## src/rtl/config_sequencer.sv

```systemverilog
// config_sequencer: walks word addresses through configuration stages, driving one-hot write enables
module config_sequencer #(
   parameter int STAGES  = 16,
   parameter int LUTSIZE = 6,
   localparam int STAGE_W = $clog2(STAGES)
) (
   input  logic               clk,
   input  logic               reset,
   input  logic               start,
   input  logic               mode,
   input  logic [STAGE_W-1:0] stage_sel,
   input  logic               abort,
   input  logic               wren_in,
   output logic [STAGES-1:0]  wren_out,
   output logic [LUTSIZE-1:0] addr_out,
   output logic [STAGE_W-1:0] stage_out,
   output logic               busy,
   output logic               done,
   output logic [15:0]        progress,
   output logic               err
);
   typedef enum logic [1:0] {IDLE, WRITE, DONE} state_t;

   localparam logic [STAGE_W:0]   STAGES_V   = (STAGE_W+1)'(STAGES);
   localparam logic [STAGE_W-1:0] LAST_STAGE = STAGE_W'(STAGES - 1);
   localparam logic [STAGES-1:0]  ONE_HOT0   = STAGES'(1);

   state_t             state, state_n;
   logic [LUTSIZE-1:0] addr_n;
   logic [STAGE_W-1:0] stage_n, end_stage, end_n;
   logic [15:0]        prog_n;
   logic               err_n, start_ok, accept;

   assign busy = state == WRITE;
   assign done = state == DONE;

   // Decode the cycle's action (abort > start > word) and compute every next-state value
   always_comb begin
      state_n  = state;
      addr_n   = addr_out;
      stage_n  = stage_out;
      prog_n   = progress;
      err_n    = err;
      end_n    = end_stage;
      start_ok = !abort && start && state != WRITE && (!mode || {1'b0, stage_sel} < STAGES_V);
      accept   = reset && !abort && !start_ok && wren_in && state == WRITE;
      wren_out = accept ? ONE_HOT0 << stage_out : '0;
      if (abort) begin
         state_n = IDLE;
         addr_n  = busy ? '0 : addr_out;
         stage_n = busy ? '0 : stage_out;
      end else if (start_ok) begin
         state_n = WRITE;
         addr_n  = '0;
         prog_n  = '0;
         err_n   = 1'b0;
         stage_n = mode ? stage_sel : '0;
         end_n   = mode ? stage_sel : LAST_STAGE;
      end else begin
         err_n = err | start | (wren_in && state != WRITE);
         if (accept) begin
            addr_n  = addr_out + 1'b1;
            prog_n  = &progress ? progress : progress + 16'd1;
            state_n = (&addr_out && stage_out == end_stage) ? DONE : WRITE;
            stage_n = (&addr_out && stage_out != end_stage) ? stage_out + 1'b1 : stage_out;
         end
      end
   end

   // State and datapath registers with asynchronous active-low clear
   always_ff @(posedge clk or negedge reset) begin
      if (!reset) begin
         state     <= IDLE;
         addr_out  <= '0;
         stage_out <= '0;
         progress  <= '0;
         err       <= 1'b0;
         end_stage <= '0;
      end else begin
         state     <= state_n;
         addr_out  <= addr_n;
         stage_out <= stage_n;
         progress  <= prog_n;
         err       <= err_n;
         end_stage <= end_n;
      end
   end
endmodule

```

## config.mk

```make
export PLATFORM = sky130hd
export DESIGN_NAME = config_sequencer
export DESIGN_NICKNAME = d
export VERILOG_FILES = /design/src/rtl/config_sequencer.sv
export SDC_FILE = /design/constraint.sdc
export NUM_CORES = 1
export LEC_CHECK = 0
export BUFFER_PORTS_ARGS = -buffer_cell sky130_fd_sc_hd__buf_4
export CORE_ASPECT_RATIO = 0.6
export CORE_MARGIN = 2
export CORE_UTILIZATION = 53
export DETAILED_ROUTE_END_ITERATION = 10
export HOLD_SLACK_MARGIN = 0.05
export PLACE_DENSITY = 0.84
export SETUP_SLACK_MARGIN = 0.4
export SYNTH_ARGS = -nofsm -noshare
export SYNTH_HDL_FRONTEND = slang
export SYNTH_SLANG_ARGS = --single-unit
```

## constraint.sdc

```tcl
create_clock -name clk -period 2.5 [get_ports clk]
set_input_delay 0.25 -clock clk [delete_from_list [all_inputs] [get_ports clk]]
set_output_delay 0.25 -clock clk [all_outputs]
set_load 0.005 [all_outputs]
```

==> key figures, run 1 <==
Yosys
  – Syn Std Cell Area: 2130 sq um
  – Yosys reg bits: 33
  – Sequential fraction of the synthesis area: 38.8%
  – EDFF count, synth: 0
  – Primary FF master, synth: dfrtp_1
  – Most common cell in the netlist: dfrtp_1
  – Synth cell count leaders: dfrtp_1, inv_1, nand2_1, clkbuf_1, o21ai_0
  – Largest area contributor in the netlist: dfrtp_1
  – Mapped Nets: 259
  – Yosys Warn Count: 0
  – Top cells by area, synth: dfrtp_1, ha_1, or4_1
  – Distinct cells, synth: 48
  – Mapped Cells: 241
  – Post-synth top area share: 38.8%
  – Ys async rst share: 100%
  – Syn_area_per_cell: 8.82 sq um

Route
  – DRC viols: 6
  – Post-route ant nets: 0
  – DR WL/cell: 17.6 microns
  – Number of DRC markers in iteration 0: 154
  – Final WL: 6060 microns
  – Vias per Instance: 6.46
  – Drt pass-1 iters: 8
  – Vias: 2221

Timing
  – RSZ-0062 raised after global routing: true
  – Final Hold Fails: 0
  – # setup viols final: 0
  – Least-Margin Pin Slew: 0.553 ns
  – Fmax: 478 MHz
  – Clock skew: 0.0133 ns
  – Crit share post-route: 83.8%
  – Fin crit period: 2.09 ns
  – PnR worst setup slack: 0.406 ns
  – Max_slew headroom: 63.0%
  – Setup tns final: 0 ns
  – Max Slew Vio Count: 0

Clocking
  – Longest Clk Path Bufs: 2
  – Clk_lat worst skew: 0.30 ns
  – Root Buffer: clkbuf_8
  – Inserted Clock Buffers: 5
  – CTS tree: yes
  – H-tree levels: 2
  – Reg clk slew, reported paths: 0.08 ns
  – CTS sink count: 33

Worst setup path
  – R2R setup slack: 0.48 ns
  – CP arrival: 1.84 ns
  – CP Launch Type: register
  – Worst Setup End Kind: primary output
  – Worst Path Required: 2.25 ns
  – Critical path class: register to primary output
  – Crit-path max FO: 13

Global routing
  – Vias in the first global route: 1790
  – Initial antenna violation count: 0
  – Global route total overflow: 0
  – GRT Overall Usage: 27.7%
  – First-pass GRT wire length: 9330 microns
  – Largest net degree at the start of global routing: 34

Die
  – Die area: 4550 sq um
  – # IOs: 55
  – Rows: 17
  – Initial core utilization: 56.5%
  – Die span in y: 53.1 microns
  – Die Wd: 85.8 microns
  – Area of the core: 3760 sq um

Outcome
  – Violated checks: DRC
  – Status: complete, but fails checks

Pwr
  – Peak supply drop: 321 uV
  – Cell Pwr Density: 532 nW/um^2
  – LEAKAGE: 1.23 nW

Hold path
  – Min-delay worst type: input port to register

Run
  – Max-cap check violation count: 0

Place
  – Port Buf Inserts: 54
  – GPL Wtd Cong: 0.869
  – Final HPWL from detailed placement: 4180 microns
  – Placement Setup Slack: 0.355 ns

Cells and area
  – FILL cells: 275
  – Area Growth Syn to Fin: 32.3%
  – Final net count: 314
  – Share of cells above drive strength 1: 31.3%
  – Ant. Diodes: 0
-- flip-flops by register name, indices dropped and copies added, names as in the netlist --
name       flops
state          2
addr_out       6
err            1
stage_out      4
end_stage      4
progress      16
-- where the power goes --
part / switching (mW) / internal (mW) / total (mW)
logic: 0.144 / 0.110 / 0.254
clock network: 0.223 / 0.396 / 0.620
registers: 0.0586 / 0.565 / 0.624
total: 0.426 / 1.07 / 1.50
-- cells in the final DEF (no fill, tap or decap), drive strengths merged, types with 7 or more instances in the layout --
cell    synthesis  final
dfrtp          33     33
nand2          16     16
o21ai          14     14
inv            19     19
ha              8      8
buf             2     63
a21oi           8      8
o31ai           7      7
or4            10     10
nor2           10     10
nor3            8      8
a211oi          8      8
nand4           8      8
nor4            8      8
-- critical path: stages, from the launching register on --
cell and delay (ns):
dfrtp_1 0.39, nand2b_1 0.16, buf_4 0.19, nor3_4 0.24, nand2_2 0.15, nor3_1 0.25, buf_4 0.16
-- kinds of logic (layout without fill, tap and decap cells) --
group | count (synthesis) | after routing | share of synthesized area (%)
AOI/OAI and AO/OA | 69 | 69 | 22.8
muxes | 7 | 7 | 3.41
adders and majority gates | 8 | 8 | 4.71
buffers and inverters | 36 | 92 | 6.47
DFF | 33 | 33 | 38.8
and+or+nand+nor | 84 | 84 | 22.1
xor gates and xnor gates | 4 | 4 | 1.65
-- repair_timing --
| item | in CTS | in global routing |
|---|---|---|
| pin swaps | 0 | 0 |
| hold buffers | 1 | 0 |
| setup buffers | 0 | 2 |
| hold endpoints to repair | 33 | 0 |
| endpoints found under the setup margin | 25 | 25 |
| gates resized for setup | 4 | 12 |
-- stage by stage --
step	hold WS (ns)	area [sq um]	total power [mW]	instances	util, %
detailed placement	0.339	2580	0.864	333	68.5
global placement	0.339	2580	0.857	333	68.5
finish	0.192	2810	1.50	344	74.7
floorplan	-0.0456	2130	0.758	241	-
CTS	0.179	2740	1.49	342	72.8
global route	0.190	2810	1.57	344	74.7
-- metal layers --
layer	wire, microns	global-route usage, %	vias up
li1	-	-	1023
met1	2920	40.8	1077
met2	2480	37.0	113
met3	606	10.5	8
met4	63	8.20	0
met5	0	0	-
-- cell type report --
type / count / area (sq um) / area share, %
clock buffers: 5 / 68.8 / 2.45
clock inverters: 3 / 65.1 / 2.31
repair buffers: 64 / 487 / 17.3
well taps: 47 / 58.8 / 2.09
flip-flops and latches: 33 / 827 / 29.4
inverters: 20 / 78.8 / 2.80
multi-input cells: 172 / 1230 / 43.6
-- path summary, 6_finish.rpt --
path	startpoint	endpoint	cells past startpoint
max	state[1]	wren_out[10]	6
min	mode	end_stage[3]	2
max reg2reg	state[1]	addr_out[5]	6
min reg2reg	err	err	1
max in group asynchronous	reset	stage_out[2]	3
min in group asynchronous	reset	addr_out[0]	3
No activity file was read; power rests on OpenSTA's default activity.
==> run 2: changes to the inputs <==
--- a/config.mk
+++ b/config.mk
@@ -5,13 +5,14 @@
 export SDC_FILE = /design/constraint.sdc
 export NUM_CORES = 1
 export LEC_CHECK = 0
+export ABC_AREA = 1
 export BUFFER_PORTS_ARGS = -buffer_cell sky130_fd_sc_hd__buf_4
 export CORE_ASPECT_RATIO = 0.6
 export CORE_MARGIN = 2
 export CORE_UTILIZATION = 53
 export DETAILED_ROUTE_END_ITERATION = 10
 export HOLD_SLACK_MARGIN = 0.05
-export PLACE_DENSITY = 0.84
+export PLACE_DENSITY = 0.83
 export SETUP_SLACK_MARGIN = 0.4
 export SYNTH_ARGS = -nofsm -noshare
 export SYNTH_HDL_FRONTEND = slang
==> constraint.sdc (replaced) <==
create_clock -name clk -period 2.1 [get_ports clk]
set_input_delay 0.21 -clock clk [delete_from_list [all_inputs] [get_ports clk]]
set_output_delay 0.21 -clock clk [all_outputs]
set_load 0.005 [all_outputs]
==> key figures, run 2 <==
Timing
  – Max_slew headroom: 57.9% (-5.1 points)
  – Fmax: 587 MHz
  – Hold Slack: 0.169 ns (-0.0231 ns)
  – Least-Margin Pin Slew: 0.625 ns (+0.0724 ns)
  – Crit share post-route: 81.1%
  – Fin crit period: 1.70 ns
  – # setup viols final: 0 (unchanged)
  – Final Hold Fails: 0 (unchanged)
  – Clock skew: 0.00722 ns (-0.00606 ns)
  – Setup tns final: 0 ns (unchanged)
  – RSZ-0062 raised after global routing: true
  – Max Slew Vio Count: 0 (unchanged)

Place
  – Final HPWL from detailed placement: 4460 microns (+6.8%)
  – GPL Wtd Cong: 0.877 (+0.89%)
  – Port Buf Inserts: 54 (unchanged)

Yosys
  – Synth cell count leaders: nand2_1, inv_1, nand3_1, dfrtp_1, nor2_1
  – Top cells by area, synth: dfrtp_1, nand2_1, nand3_1
  – Yosys Warn Count: 0 (unchanged)
  – Sequential fraction of the synthesis area: 37.1% (-1.7 points)
  – Most common cell in the netlist: nand2_1
  – Syn_area_per_cell: 6.90 sq um (-22%)
  – EDFF count, synth: 0 (unchanged)
  – Syn Std Cell Area: 2220 sq um (+4.6%)
  – Mapped Cells: 322 (+34%)
  – Ys async rst share: 100% (unchanged)
  – Largest area contributor in the netlist: dfrtp_1
  – Distinct cells, synth: 25 (-48%)
  – Yosys reg bits: 33 (unchanged)
  – Post-synth top area share: 37.1% (-1.7 points)
  – Mapped Nets: 340 (+31%)
  – Primary FF master, synth: dfrtp_1

Worst setup path
  – Critical path's slowest cell: dfrtp_1
  – Critical path class: register to primary output
  – Worst Path Required: 1.89 ns (-0.36 ns)
  – Crit path launch: state[0]
  – Crit-path max FO: 8 (-5)
  – Worst Setup End Kind: primary output
  – CP Cell Sequence: inv_2 -> nor2_4 -> nand3_4 -> inv_6 -> nand2_4 -> nor3_2 -> buf_4
  – CP peak stage delay: 0.40 ns (about the same)
  – WP buf/inv: 3 (+1)
  – Worst R2R Start: state[0]
  – CP Launch Type: register
  – CP arrival: 1.49 ns (-0.35 ns)
  – CP top delay family: simple AND/OR/NAND/NOR gates

Clocking
  – H-tree levels: 2 (unchanged)
  – CTS tree: yes
  – Root Buffer: clkbuf_8
  – Reg clk slew, reported paths: 0.07 ns (about the same)
  – CTS sink count: 33 (unchanged)
  – Longest Clk Path Bufs: 2 (unchanged)
  – Inserted Clock Buffers: 5 (unchanged)
  – Clk_lat worst skew: 0.29 ns (about the same)

Route
  – Vias per Instance: 5.40 (-16%)
  – DR WL/cell: 14.2 microns (-20%)
  – Number of DRC markers in iteration 0: 259 (+68%)
  – Final WL: 6480 microns (+6.8%)
  – DRC viols: 0 (-6)
  – Drt pass-1 iters: 5 (-3)
  – Vias: 2466 (+11%)
  – Post-route ant nets: 0 (unchanged)

Run
  – Max-cap check violation count: 0 (unchanged)

Cells and area
  – Area Growth Syn to Fin: 34.9%
  – Most frequent cells in the layout: nand2_1, buf_4, inv_1, nand3_1, dfrtp_1
  – Largest register by flop count: progress
  – Commonest non-fill, non-tap cell in the layout: nand2_1
  – Share of cells above drive strength 1: 27.7% (-3.6 points)
  – Ant. Diodes: 0 (unchanged)
  – FILL cells: 318 (+16%)
  – Final net count: 414 (+32%)
  – Biggest regs: progress: 16 flops, addr_out: 6 flops
  – Number of flip-flops under the largest register name: 16 (unchanged)

Pwr
  – Peak supply drop: 425 uV (+32%)
  – Cell Pwr Density: 523 nW/um^2 (-1.8%)
  – LEAKAGE: 1.59 nW (+29%)
  – NetSw: 510 uW (+20%)
  – Net Sw Frac: 32.6% (+4.1 points)
  – Logic pwr share: 23.1% (+6.1 points)
  – Clk network pwr share: 30.0% (-11 points)
  – Flop pwr share: 47.0% (+5.3 points)
  – Power Internal: 1.06 mW (-1.3%)

Global routing
  – GRT Overall Usage: 27.9% (+0.22 points)
  – Global route total overflow: 0 (unchanged)
  – Initial antenna violation count: 0 (unchanged)
  – First-pass GRT wire length: 9800 microns (+5.1%)
  – Largest net degree at the start of global routing: 34 (unchanged)
  – Vias in the first global route: 2014 (+13%)

Die
  – Die Wd: 87.6 microns (+2.2%)
  – Rows: 18 (+1)
  – Die area: 4750 sq um (+4.3%)
  – # IOs: 55 (unchanged)
  – Initial core utilization: 54.5% (-1.9 points)
  – Area of the core: 4080 sq um (+8.3%)
  – Die span in y: 54.2 microns (+2.1%)

Outcome
  – Status: finished clean

Hold path
  – Min-delay worst type: input port to register
  – Hold Startpoint: stage_sel[3]
## run 2: changes by cell type after synthesis, sizes merged, moves of 7 or more
| cell | before | now |
|---|---|---|
| a211oi | 8 | 1 |
| clkbuf | 14 | 0 |
| or4 | 10 | 0 |
| nor4 | 8 | 0 |
| nand3 | 6 | 41 |
| a21oi | 8 | 1 |
| nand2 | 16 | 102 |
| o31ai | 7 | 0 |
| nor2 | 10 | 32 |
| inv | 19 | 49 |
| o21ai | 14 | 22 |
## run 2: through the flow
| stage | cells | power, mW | util, % | area, sq um | setup WS (ns) |
|---|---|---|---|---|---|
| after floorplan | 322 | 0.907 | - | 2220 | 0.624 |
| after global placement | 432 | 1.03 | 65.7 | 2680 | 0.402 |
| after detailed placement | 432 | 1.04 | 65.7 | 2680 | 0.354 |
| after CTS | 445 | 1.51 | 69.7 | 2840 | 0.379 |
| after global routing | 457 | 1.65 | 73.6 | 3000 | 0.330 |
| final | 457 | 1.57 | 73.6 | 3000 | 0.398 |
## run 2: what timing repair did
| item | CTS | global route |
|---|---|---|
| pin swaps | 1 | 4 |
| gates cloned | 0 | 0 |
| setup buffers | 4 | 12 |
| hold buffers | 1 | 0 |
| setup endpoints to repair | 29 | 41 |
| gates resized for setup | 9 | 16 |
| hold endpoints to repair | 33 | 0 |
## run 2: worst paths after layout
check	endpoint	slack (ns)	cells past startpoint
max in group asynchronous	stage_out[1]	1.24	3
hold / removal	end_stage[3]	0.17	3
setup reg to reg	stage_out[3]	0.47	8
min in group asynchronous	end_stage[3]	0.53	3
hold reg to reg	err	0.55	2
setup / recovery	wren_out[5]	0.40	7
## run 2: final cells by class
type                            count  area [sq um]  share of cell area (%)
Sequential cell                    33           830                    27.6
Timing Repair Buffer               73           563                    18.8
Clock buffer                        8          80.1                    2.67
Tap cell                           60          75.1                    2.50
Inverter                           49           191                    6.38
Multi-Input combinational cell    234          1260                    42.0
## run 2: per-layer routing
metal,vias to the layer above,wire length [microns],GRT usage (%)
li1,1170,-,-
met1,1168,3020,41.8
met2,110,2810,39.6
met3,18,552,7.67
met4,0,94,6.67
met5,-,0,0
## run 2: worst reg2reg max path, cell delays in order, from the launching register on
cell     delay, ns
dfrtp_1       0.40
inv_2         0.06
nor2_4        0.16
nand3_4       0.13
buf_4         0.16
nand3_2       0.21
nand3_1       0.21
nand3_1       0.12
nand2_1       0.06
## run 2: cells by family (layout without fill, tap and decap cells)
kind of cell / after synthesis / after routing / share of synthesized area (%)
AND/OR/NAND/NOR: 195 / 195 / 39.9
multiplexers: 1 / 1 / 0.450
AO/OA/AOI/OAI: 25 / 25 / 5.85
XOR/XNOR: 5 / 5 / 1.97
buffers and inverters: 55 / 130 / 10.2
flip-flops: 33 / 33 / 37.1
adder cells (fa/ha/maj): 8 / 8 / 4.50
## run 2: power groups by stage
stage,Combinational [mW],Sequential (mW),Clock (mW)
after floorplan,0.180,0.727,0
after global placement,0.286,0.739,0
after detailed placement,0.296,0.741,0
after CTS,0.307,0.732,0.471
after global routing,0.399,0.742,0.511
final,0.362,0.737,0.470
==> run 3: changes to the inputs <==
--- a/config.mk
+++ b/config.mk
@@ -5,14 +5,14 @@
 export SDC_FILE = /design/constraint.sdc
 export NUM_CORES = 1
 export LEC_CHECK = 0
-export ABC_AREA = 1
+export ABC_AREA = 0
 export BUFFER_PORTS_ARGS = -buffer_cell sky130_fd_sc_hd__buf_4
 export CORE_ASPECT_RATIO = 0.6
 export CORE_MARGIN = 2
 export CORE_UTILIZATION = 53
 export DETAILED_ROUTE_END_ITERATION = 10
 export HOLD_SLACK_MARGIN = 0.05
-export PLACE_DENSITY = 0.83
+export PLACE_DENSITY = 0.84
 export SETUP_SLACK_MARGIN = 0.4
 export SYNTH_ARGS = -nofsm -noshare
 export SYNTH_HDL_FRONTEND = slang
==> constraint.sdc (replaced) <==
create_clock -name clk -period 1.73 [get_ports clk]
set_input_delay 0.173 -clock clk [delete_from_list [all_inputs] [get_ports clk]]
set_output_delay 0.173 -clock clk [all_outputs]
set_load 0.005 [all_outputs]
==> key figures, run 3 <==
Yosys
  – Yosys Warn Count: 0 (unchanged)
  – Largest area contributor in the netlist: dfrtp_1
  – Yosys reg bits: 33 (unchanged)
  – Post-synth top area share: 38.8% (+1.7 points)
  – Ys async rst share: 100% (unchanged)
  – Syn_area_per_cell: 8.82 sq um (+28%)
  – Syn Std Cell Area: 2130 sq um (-4.4%)
  – Mapped Nets: 259 (-24%)
  – Most common cell in the netlist: dfrtp_1
  – Distinct cells, synth: 48 (+92%)
  – Sequential fraction of the synthesis area: 38.8% (+1.7 points)
  – Top cells by area, synth: dfrtp_1, ha_1, or4_1
  – Synth cell count leaders: dfrtp_1, inv_1, nand2_1, clkbuf_1, o21ai_0
  – EDFF count, synth: 0 (unchanged)
  – Mapped Cells: 241 (-25%)
  – Primary FF master, synth: dfrtp_1

Outcome
  – Stop stage: global routing (5_1_grt)
  – Status: aborted with a tool error
  – Tool error: [ERROR DPL-0038] Utilization greater than 100%, impossible to legalize

Clocking
  – Longest Clk Path Bufs: 2 (unchanged)
  – CTS sink count: 33 (unchanged)
  – Root Buffer: clkbuf_8
  – Inserted Clock Buffers: 5 (unchanged)
  – H-tree levels: 2 (unchanged)

Timing
  – Post-GRT worst EP: wren_out[6]
  – Worst EP Category: top-level output

Die
  – Rows: 17 (-1)
  – Die span in y: 53.1 microns (-2.1%)
  – Die Wd: 85.8 microns (-2.1%)
  – Initial core utilization: 56.5% (+1.9 points)
  – # IOs: 55 (unchanged)

Place
  – Final HPWL from detailed placement: 5100 microns (+14%)
  – Port Buf Inserts: 54 (unchanged)
  – GPL Wtd Cong: 0.908 (+3.6%)
  – Placement Setup Slack: -0.0499 ns (-0.404 ns)

Global routing
  – Largest net degree at the start of global routing: 34
## run 3: cell count changes after synthesis, moves of 13 or more
cell / delta
nand2_1: -84
clkbuf_1: +13
inv_1: -25
nor2_1: -16
nand3_1: -34
## run 3: cell families after synthesis
kind of cell	count (synthesis)	synth area share (%)
simple gates	84	22.1
mux	7	3.41
compound gates	69	22.8
xor+xnor	4	1.65
buf+inv	36	6.47
fa+ha+maj	8	4.71
flops	33	38.8
## run 3: repair_timing
item | in CTS
setup buffers | 18
cloned | 1
pin swaps | 14
hold endpoints to repair | 33
resized for setup | 65
hold buffers | 1
endpoints found under the setup margin | 49
## run 3: through the flow
step	TNS, ns	cell area, sq um	utilization [%]	instances
global placement	-0.0175	3020	80.3	371
CTS	-2.16	3540	94.1	399
detailed placement	-0.183	3020	80.3	371
floorplan	-0.130	2340	-	241
==> run 4: changes to the inputs <==
==> config.mk (replaced) <==
export PLATFORM = sky130hd
export DESIGN_NAME = config_sequencer
export DESIGN_NICKNAME = d
export VERILOG_FILES = /design/src/rtl/config_sequencer.sv
export SDC_FILE = /design/constraint.sdc
export NUM_CORES = 1
export LEC_CHECK = 0
export ABC_AREA = 0
export BUFFER_PORTS_ARGS = -buffer_cell sky130_fd_sc_hd__buf_4
export CORE_MARGIN = 2
export CORE_UTILIZATION = 40
export DETAILED_ROUTE_END_ITERATION = 10
export PLACE_DENSITY_LB_ADDON = 0.15
export SYNTH_ARGS = -nofsm -noshare
export SYNTH_HDL_FRONTEND = slang
export SYNTH_SLANG_ARGS = --single-unit
==> key figures, run 4 (synthesized netlist as in run 1, its figures left out) <==
Outcome
  – Status: complete, but fails checks
  – Violated checks: setup timing

Cells and area
  – Number of flip-flops under the largest register name: 16
  – Most frequent cells in the layout: buf_4, dfrtp_1, inv_1, nand2_1, buf_6
  – Ant. Diodes: 0
  – Final Core Density: 68.8%
  – Final net count: 372
  – Largest register by flop count: progress
  – Biggest regs: progress: 16 flops, addr_out: 6 flops
  – Commonest non-fill, non-tap cell in the layout: buf_4
  – Area Growth Syn to Fin: 65.2%
  – Share of cells above drive strength 1: 49.0%

Worst setup path
  – Worst Reg-to-Reg Cells: 5
  – Worst R2R Start: state[1]
  – CP Cell Sequence: nand2b_4 -> or3_4 -> buf_8 -> nor4_2 -> buf_4
  – CP arrival: 1.74 ns
  – Worst Path Required: 1.56 ns
  – Critical path class: register to primary output
  – CP Launch Type: register
  – Reg2reg end: progress[3]
  – Worst Setup End Kind: primary output
  – CP peak stage delay: 0.40 ns
  – R2R setup slack: -0.18 ns
  – Critical path's slowest cell: or3_4
  – Crit-path max FO: 8

Clocking
  – H-tree levels: 2 (unchanged)
  – Longest Clk Path Bufs: 2 (unchanged)
  – Clk_lat worst skew: 0.29 ns
  – Root Buffer: clkbuf_8
  – CTS tree: yes
  – CTS sink count: 33 (unchanged)
  – Reg clk slew, reported paths: 0.07 ns
  – Inserted Clock Buffers: 5 (unchanged)

Route
  – Final WL: 7300 microns
  – DR WL/cell: 17.2 microns
  – Number of DRC markers in iteration 0: 180
  – Post-route ant nets: 0
  – DRC viols: 0
  – Vias: 2406
  – Vias per Instance: 5.66
  – Drt pass-1 iters: 4

Pwr
  – Logic pwr share: 25.8%
  – Cell Pwr Density: 587 nW/um^2
  – LEAKAGE: 1.59 nW
  – NetSw: 657 uW
  – Pwr Total: 2.06 mW
  – Peak supply drop: 472 uV
  – Power Internal: 1.40 mW
  – Flop pwr share: 42.4%
  – Clk network pwr share: 31.9%
  – Net Sw Frac: 31.9%

Timing
  – Fmax: 522 MHz
  – Final Hold Fails: 0
  – Max Slew Vio Count: 0
  – Least-Margin Pin Slew: 0.427 ns
  – PnR worst setup slack: -0.187 ns
  – Crit share post-route: 111%
  – Max_slew headroom: 71.6%
  – Setup tns final: -2.80 ns
  – Clock skew: 0.00587 ns
  – # setup viols final: 24
  – Fin crit period: 1.92 ns
  – RSZ-0062 raised after global routing: true
  – Hold Slack: 0.133 ns

Place
  – Port Buf Inserts: 54 (unchanged)
  – GPL Wtd Cong: 0.820 (-9.8%)
  – Final HPWL from detailed placement: 4670 microns (-8.5%)
  – Placement Setup Slack: -0.0707 ns (-0.0207 ns)

Global routing
  – Global route total overflow: 0
  – Largest net degree at the start of global routing: 34
  – Initial antenna violation count: 0
  – Vias in the first global route: 2262
  – First-pass GRT wire length: 11000 microns
  – GRT Overall Usage: 23.1%

Hold path
  – Worst hold stages: 2
  – Hold Startpoint: mode
  – Hold Path End: end_stage[3]
  – Min-delay worst type: input port to register

Die
  – Rows: 26 (+9)
  – Die Wd: 76.9 microns (-10%)
  – # IOs: 55 (unchanged)
  – Area of the core: 5110 sq um
  – Die area: 5910 sq um
  – Initial core utilization: 41.6% (-15 points)
  – Die span in y: 76.9 microns (+45%)

Run
  – Max-cap check violation count: 0
[run 4: metal layers]
layer | GRT usage [%] | share of wire (%)
met5 | 0 | 0
met2 | 37.8 | 50
met3 | 4.24 | 4.8
met1 | 31.3 | 44
met4 | 6.55 | 1.6
[run 4: what timing repair did]
item	CTS	global route
hold buffers	1	0
endpoints found under the setup margin	30	37
buffers inserted	3	6
resized for setup	25	43
endpoints found under the hold margin	33	0
cloned	0	1
pin swaps	5	8
[run 4: area by class of cell]
type                    count  area, sq um
clock inverters             1         5.00
flip-flops and latches     33          826
multi-input cells         172         1450
inverters                  20         78.8
repair buffers            122          965
well taps                  70         87.6
fillers                   416         1600
clock buffers               7         96.3
[run 4: worst max-delay path, delay by kind of cell (launching register included)]
kind	cells	cell delay [ns]
DFF	1	0.39
buffers and inverters	2	0.33
and+or+nand+nor	3	0.74
[run 4: worst max-delay path by stage]
stage	startpoint	cells past startpoint	slack, ns	end
after floorplan	progress[0]	6	-0.06	progress[14]
after global placement	progress[1]	6	-0.04	progress[11]
after detailed placement	progress[5]	4	-0.07	progress[14]
after CTS	state[1]	6	-0.14	wren_out[3]
after global routing	state[1]	5	-0.23	wren_out[2]
final	state[1]	5	-0.19	wren_out[1]
[run 4: stage by stage]
stage	area [sq um]	instances
floorplan	2140	241
global placement	2990	406
detailed placement	2990	406
CTS	3240	418
global route	3510	425
finish	3510	425
[run 4: power by group through the flow]
stage	clock network, mW	logic [mW]	registers (mW)
2_1_floorplan	0	0.218	0.880
3_3_place_gp	0	0.422	0.881
3_5_place_dp	0	0.427	0.883
4_1_cts	0.662	0.468	0.868
5_1_grt	0.700	0.576	0.879
6_report	0.657	0.531	0.873
